### src/rtl/seg7_pkg.sv
// Shared constants for the 8-digit seven-segment scan driver.
// Latency: n/a (constants and a helper function only).
// Backpressure: n/a.
package seg7_pkg;

    localparam int N_DIGITS = 8;

    // Segment bit positions within the gfedcba vector.
    localparam int SEG_A = 0;
    localparam int SEG_B = 1;
    localparam int SEG_C = 2;
    localparam int SEG_D = 3;
    localparam int SEG_E = 4;
    localparam int SEG_F = 5;
    localparam int SEG_G = 6;
    localparam int N_SEG = SEG_G - SEG_A + 1;

    localparam logic [N_SEG-1:0] SEG_OFF = '0;

    // Active-high gfedcba patterns for hex digits 0..F.
    localparam logic [N_SEG-1:0] HEX_SEG [16] = '{
        7'h3F, 7'h06, 7'h5B, 7'h4F, 7'h66, 7'h6D, 7'h7D, 7'h07,
        7'h7F, 7'h6F, 7'h77, 7'h7C, 7'h39, 7'h5E, 7'h79, 7'h71
    };

    function automatic logic [N_DIGITS-1:0] digit_onehot(input logic [2:0] idx);
        digit_onehot      = '0;
        digit_onehot[idx] = 1'b1;
    endfunction

endpackage

### src/rtl/seg7_decode.sv
// Hex nibble to active-high gfedcba segment decoder with blanking.
// Latency: combinational.
// Backpressure: none.
module seg7_decode
    import seg7_pkg::*;
(
    input  logic [3:0]       nibble,
    input  logic             blank,
    output logic [N_SEG-1:0] seg
);

    always_comb begin
        seg = HEX_SEG[nibble];
        if (blank) begin
            seg = SEG_OFF;
        end
    end

endmodule

### src/rtl/seg7_scan_driver.sv
// Multiplexed 8-digit hex display driver with tear-free frame-boundary update.
// Latency: an/seg/frame update 1 cycle after each prescaler tick; ack 1 cycle after commit.
// Backpressure: none; a load always lands in the shadow register, last value wins.
module seg7_scan_driver
    import seg7_pkg::*;
#(
    parameter int unsigned CLK_DIV    = 50000,
    parameter bit          BLANK_LZ   = 1'b1,
    parameter bit          ACTIVE_LOW = 1'b1
) (
    input  logic                clk,
    input  logic                reset,
    input  logic [31:0]         value,
    input  logic                load,
    output logic                ack,
    output logic [N_DIGITS-1:0] an,
    output logic [N_SEG-1:0]    seg,
    output logic                dp,
    output logic                frame
);

    localparam int            PW      = $clog2(CLK_DIV);
    localparam logic [PW-1:0] PS_LAST = PW'(CLK_DIV - 1);
    localparam logic [2:0]    IDX_LAST = 3'(N_DIGITS - 1);

    logic [PW-1:0]       ps_cnt;
    logic [2:0]          idx;
    logic [31:0]         disp;
    logic [31:0]         shadow;
    logic                pending;

    logic                tick;
    logic                wrap;
    logic                commit;
    logic [2:0]          idx_nxt;
    logic [31:0]         disp_nxt;
    logic [3:0]          nib_nxt;
    logic [N_DIGITS-1:0] hi_zero;
    logic                blank_nxt;
    logic [N_SEG-1:0]    seg_nxt;

    assign tick     = (ps_cnt == PS_LAST);
    assign wrap     = tick && (idx == IDX_LAST);
    assign commit   = wrap && pending;
    assign idx_nxt  = idx + 3'd1;

    // Outputs are computed from the post-commit image so a frame never mixes old and new digits.
    assign disp_nxt = commit ? shadow : disp;
    assign nib_nxt  = disp_nxt[{idx_nxt, 2'b00} +: 4];

    always_comb begin
        hi_zero = '0;
        for (int k = 0; k < N_DIGITS; k++) begin
            hi_zero[k] = ~|(disp_nxt >> (4 * k));
        end
    end

    assign blank_nxt = BLANK_LZ && (idx_nxt != 3'd0) && hi_zero[idx_nxt];

    seg7_decode u_decode (
        .nibble (nib_nxt),
        .blank  (blank_nxt),
        .seg    (seg_nxt)
    );

    always_ff @(posedge clk or negedge reset) begin
        if (!reset) begin
            ps_cnt <= '0;
            idx    <= '0;
        end else if (tick) begin
            ps_cnt <= '0;
            idx    <= idx_nxt;
        end else begin
            ps_cnt <= ps_cnt + 1'b1;
        end
    end

    // A load coinciding with a commit refills the shadow, so pending stays set.
    always_ff @(posedge clk or negedge reset) begin
        if (!reset) begin
            shadow  <= '0;
            pending <= 1'b0;
            disp    <= '0;
            ack     <= 1'b0;
        end else begin
            ack <= commit;
            if (commit) begin
                disp <= shadow;
            end
            if (load) begin
                shadow  <= value;
                pending <= 1'b1;
            end else if (commit) begin
                pending <= 1'b0;
            end
        end
    end

    always_ff @(posedge clk or negedge reset) begin
        if (!reset) begin
            an    <= {N_DIGITS{ACTIVE_LOW}};
            seg   <= {N_SEG{ACTIVE_LOW}};
            frame <= 1'b0;
        end else if (tick) begin
            an    <= digit_onehot(idx_nxt) ^ {N_DIGITS{ACTIVE_LOW}};
            seg   <= seg_nxt ^ {N_SEG{ACTIVE_LOW}};
            frame <= wrap;
        end else begin
            frame <= 1'b0;
        end
    end

    assign dp = ACTIVE_LOW;

endmodule

### config.mk
export PLATFORM = sky130hd
export DESIGN_NAME = seg7_scan_driver
export DESIGN_NICKNAME = d
export VERILOG_FILES = /design/src/rtl/seg7_pkg.sv /design/src/rtl/seg7_decode.sv /design/src/rtl/seg7_scan_driver.sv
export SDC_FILE = /design/constraint.sdc
export NUM_CORES = 1
export LEC_CHECK = 0
export BUFFER_PORTS_ARGS = -buffer_cell sky130_fd_sc_hd__buf_2
export CELL_PAD_IN_SITES_DETAIL_PLACEMENT = 0
export CELL_PAD_IN_SITES_GLOBAL_PLACEMENT = 2
export CORE_UTILIZATION = 39
export DETAILED_ROUTE_END_ITERATION = 8
export PLACE_DENSITY = 0.79
export SLEW_MARGIN = 10
export SYNTH_ARGS = -nofsm -noshare
export SYNTH_HDL_FRONTEND = slang
export SYNTH_SLANG_ARGS = --single-unit
### constraint.sdc
create_clock -name clk -period 4.1 [get_ports clk]
set_input_delay 0 -clock clk [delete_from_list [all_inputs] [get_ports clk]]
set_output_delay 0 -clock clk [all_outputs]
set_load 0.01 [all_outputs]
==> metrics.cfg <==
[outcome]
status = completed

[worst_setup_path]
cpPeakStageDelay_ps = 770
cp_top_family = simple AND/OR/NAND/NOR gates
critPathSlowestCell = nor3b_1
critical_path.startpoint_type = register
path_max_fanout = 17
worstRegToRegCells = 13
worstPathArrival_ps = 4020
path_buf_inv = 1
critPathCaptureType = register
cp.required_ps = 4360
cpMostUsedCell = ha_1
rr_endpoint = seg[3]$_DFFE_PN1N_
reg2reg_slack_ps = 340
r2r_start = idx[1]$_DFFE_PN0N_
crit_chain = ha_1 -> ha_1 -> nor3b_1 -> nand2_1 -> a21oi_1 -> a31oi_1 -> o2111ai_1 -> or2_2 -> inv_1 -> ha_1 -> a21boi_0 -> o21bai_1 -> a221oi_1
path_class = reg -> reg

[timing]
relSlewSlack = 0.417
max_clock_freq_ghz = 0.266
min_period_ps = 3760
tightest_slew_ps = 873
finClkSkew_ps = 7.46
hold_violations = 0
finalSetupViolCount = 0
min_period_over_period = 0.916
maxSlewViolCount = 0
setup_tns_ps = 0
rsz0062_at_grt = no

[drt]
ant_nets = 0
drt-total-wl_mm = 12.7
drtPass1Iterations = 4
highest_layer = met4
vias = 3820
drc_errors = 0
dr_wl_met2_mm = 6.01
first_iter_violations = 280
wirelength_met1_mm = 5.94
vias_per_cell = 5.28
post_drt_wl_per_cell_um = 17.5
wl_met3_um = 440

[synth]
synth-seq-cells = 101
async_reset_ff_frac = 1.00
synthFlopType = dfrtp_1
syn_inst = 470
synth_edf_count = 0
syn_nets = 515
yosysWarnings = 0
synth_area_um2 = 5100
syn_area_per_cell_um2 = 10.8
synth-seq-area-share = 0.500
synth_cell_types = 71

[layout]
num-nets-final = 591
mostFrequentLayoutCell = dfrtp_1
register_area_um2 = 2550
area_growth_pct = 20.2
drive_above_1_share = 0.274
layout.cells.non_filler = 723
n_fill_cell = 1218
multi_input_area_um2 = 2340
final_cell_mix = dfrtp_1, nand2_1, buf_2
antennaDiodeCount = 0

[clock_tree]
cts-root-buf = clkbuf_16
cts_resized = 0
clk_pin_slew_ps = 70
cts_made_buffers = 9
cts_tree = done
clockBufferDepth = 2
clkLatencyLatePin_ps = 360
cts_num_sinks = 101
htreeDepth = 3

[pwr]
seqPwrFrac = 0.501
p_leak_nw = 2.93
ir_drop_mv = 0.242
p_int_w = 0.00166
power_frac_comb = 0.051
switching_power_w = 0.000460
p_per_area_nw_per_um2 = 346
finalPower_w = 0.00212
swShare = 0.217
clkPwrFrac = 0.448

[worst_hold_path]
hp-class = in -> reg
min_to = shadow[19]$_DFFE_PN0P_
worstHoldStart = load
whs_path_depth = 3

[global_routing]
grt_pass1_wl_mm = 20.8
grt_max_degree = 63
first_global_vias = 3914
overflow = 0
antenna_found_initial = 0
gr-usage-all-layers = 0.208

[die]
dieArea_um2 = 13500
core_um2 = 12700
die_w_um = 116
start_util = 0.402
num_io_pins = 53
num_rows = 41
die_h_um = 116

[placed_design]
place_inst = 674
numPortBuffers = 51
dp_hpwl_mm = 8.97
gp_congestion = 0.896

[flow_run]
maxCapViolCount = 0

-- power by group through the flow --
stage	Combinational [W]	Sequential, W	Clock [W]
CTS	0.000111	0.00106	0.000983
finish	0.000109	0.00106	0.000950
global placement	0.0000847	0.00108	0
global route	0.000122	0.00107	0.00102
floorplan	0.0000443	0.00107	0
detailed placement	0.0000876	0.00108	0
-- synth_stat cells, types with 2 or more instances --
cell / n / share of area
a22oi_1: 3 / 0.0044
o211ai_1: 3 / 0.0044
and3_1: 11 / 0.014
nor2b_1: 2 / 0.0025
and4_1: 2 / 0.0034
o21ai_0: 28 / 0.027
mux2_2: 38 / 0.084
xor2_1: 8 / 0.014
buf_1: 3 / 0.0022
buf_2: 4 / 0.0039
a31oi_1: 10 / 0.012
nand3_1: 20 / 0.020
or3_1: 2 / 0.0025
mux2i_1: 5 / 0.0098
inv_1: 8 / 0.0059
buf_6: 3 / 0.0066
ha_1: 10 / 0.025
clkbuf_1: 11 / 0.0081
a21oi_1: 9 / 0.0088
xnor2_1: 6 / 0.010
nor3b_1: 3 / 0.0044
a221oi_1: 5 / 0.0086
nand3_2: 2 / 0.0039
or4_1: 3 / 0.0044
dfstp_2: 15 / 0.077
a21o_1: 3 / 0.0044
buf_4: 3 / 0.0044
dfrtp_1: 86 / 0.42
nand4_1: 2 / 0.0025
nor4_1: 13 / 0.016
o32a_1: 2 / 0.0039
o2111ai_1: 3 / 0.0052
nor3_1: 4 / 0.0039
and3b_1: 5 / 0.0086
nand2_1: 77 / 0.057
mux2_4: 3 / 0.0088
a2111oi_4: 2 / 0.011
nor2_1: 17 / 0.013
and2_1: 4 / 0.0049
-- per-stage QoR --
step | hold slack, ps | area [um^2] | setup slack (ps) | util
global placement | 131 | 5460 | 571 | 0.431
global route | 312 | 6120 | 161 | 0.483
floorplan | -296 | 5100 | 776 | -
CTS | 241 | 6120 | 424 | 0.483
finish | 239 | 6120 | 343 | 0.483
detailed placement | 146 | 5460 | 441 | 0.431
-- worst max path at each step --
stage	endpoint	from	cells after the start	slack (ps)
2_1_floorplan	seg[3]$_DFFE_PN1N_	ps_cnt[0]$_DFF_PN0_	16	780
3_3_place_gp	seg[3]$_DFFE_PN1N_	idx[1]$_DFFE_PN0N_	13	570
3_5_place_dp	seg[3]$_DFFE_PN1N_	idx[1]$_DFFE_PN0N_	13	440
4_1_cts	seg[3]$_DFFE_PN1N_	idx[1]$_DFFE_PN0N_	13	420
5_1_grt	seg[3]$_DFFE_PN1N_	idx[1]$_DFFE_PN0N_	13	160
6_report	seg[3]$_DFFE_PN1N_	idx[1]$_DFFE_PN0N_	13	340
-- kinds of logic (layout without fill, tap and decap cells) --
| family | count (synthesis) | in the layout | share of synthesized area |
|---|---|---|---|
| xor gates and xnor gates | 14 | 14 | 0.0241 |
| DFF | 101 | 101 | 0.500 |
| muxes | 46 | 46 | 0.103 |
| and+or+nand+nor | 180 | 180 | 0.186 |
| AOI/OAI and AO/OA | 82 | 82 | 0.122 |
| adders and majority gates | 10 | 10 | 0.0246 |
| buffers and inverters | 36 | 117 | 0.0405 |
| other | 1 | 1 | 0.000736 |
-- worst min-delay path, delay by kind of cell --
kind	cells	cell delay, ps
compound gates	1	70
simple gates	1	140
buf+inv	1	340
-- per-layer routing --
| layer | global-route usage | vias up |
|---|---|---|
| li1 | - | 1844 |
| met1 | 0.279 | 1889 |
| met2 | 0.323 | 70 |
| met3 | 0.0509 | 17 |
| met4 | 0.0863 | 0 |
| met5 | 0 | - |
-- flip-flops by register name, indices dropped and copies added (netlist names) --
name     count
ack          1
an           8
disp        32
frame        1
idx          3
pending      1
ps_cnt      16
seg          7
shadow      32
-- layout make-up --
cell class,instances,area share
sequential,101,0.416
multi-input combinational,333,0.383
timing repair buffer,92,0.106
clock buffer,11,0.0413
tap,172,0.0351
clock inverter,5,0.0133
inverter,9,0.00593
-- what timing repair did --
item / CTS / global route
endpoints found under the hold margin: 91 / 0
hold buffers: 33 / 0
buffers inserted: 0 / 0
(Power assumes the default switching activity.)
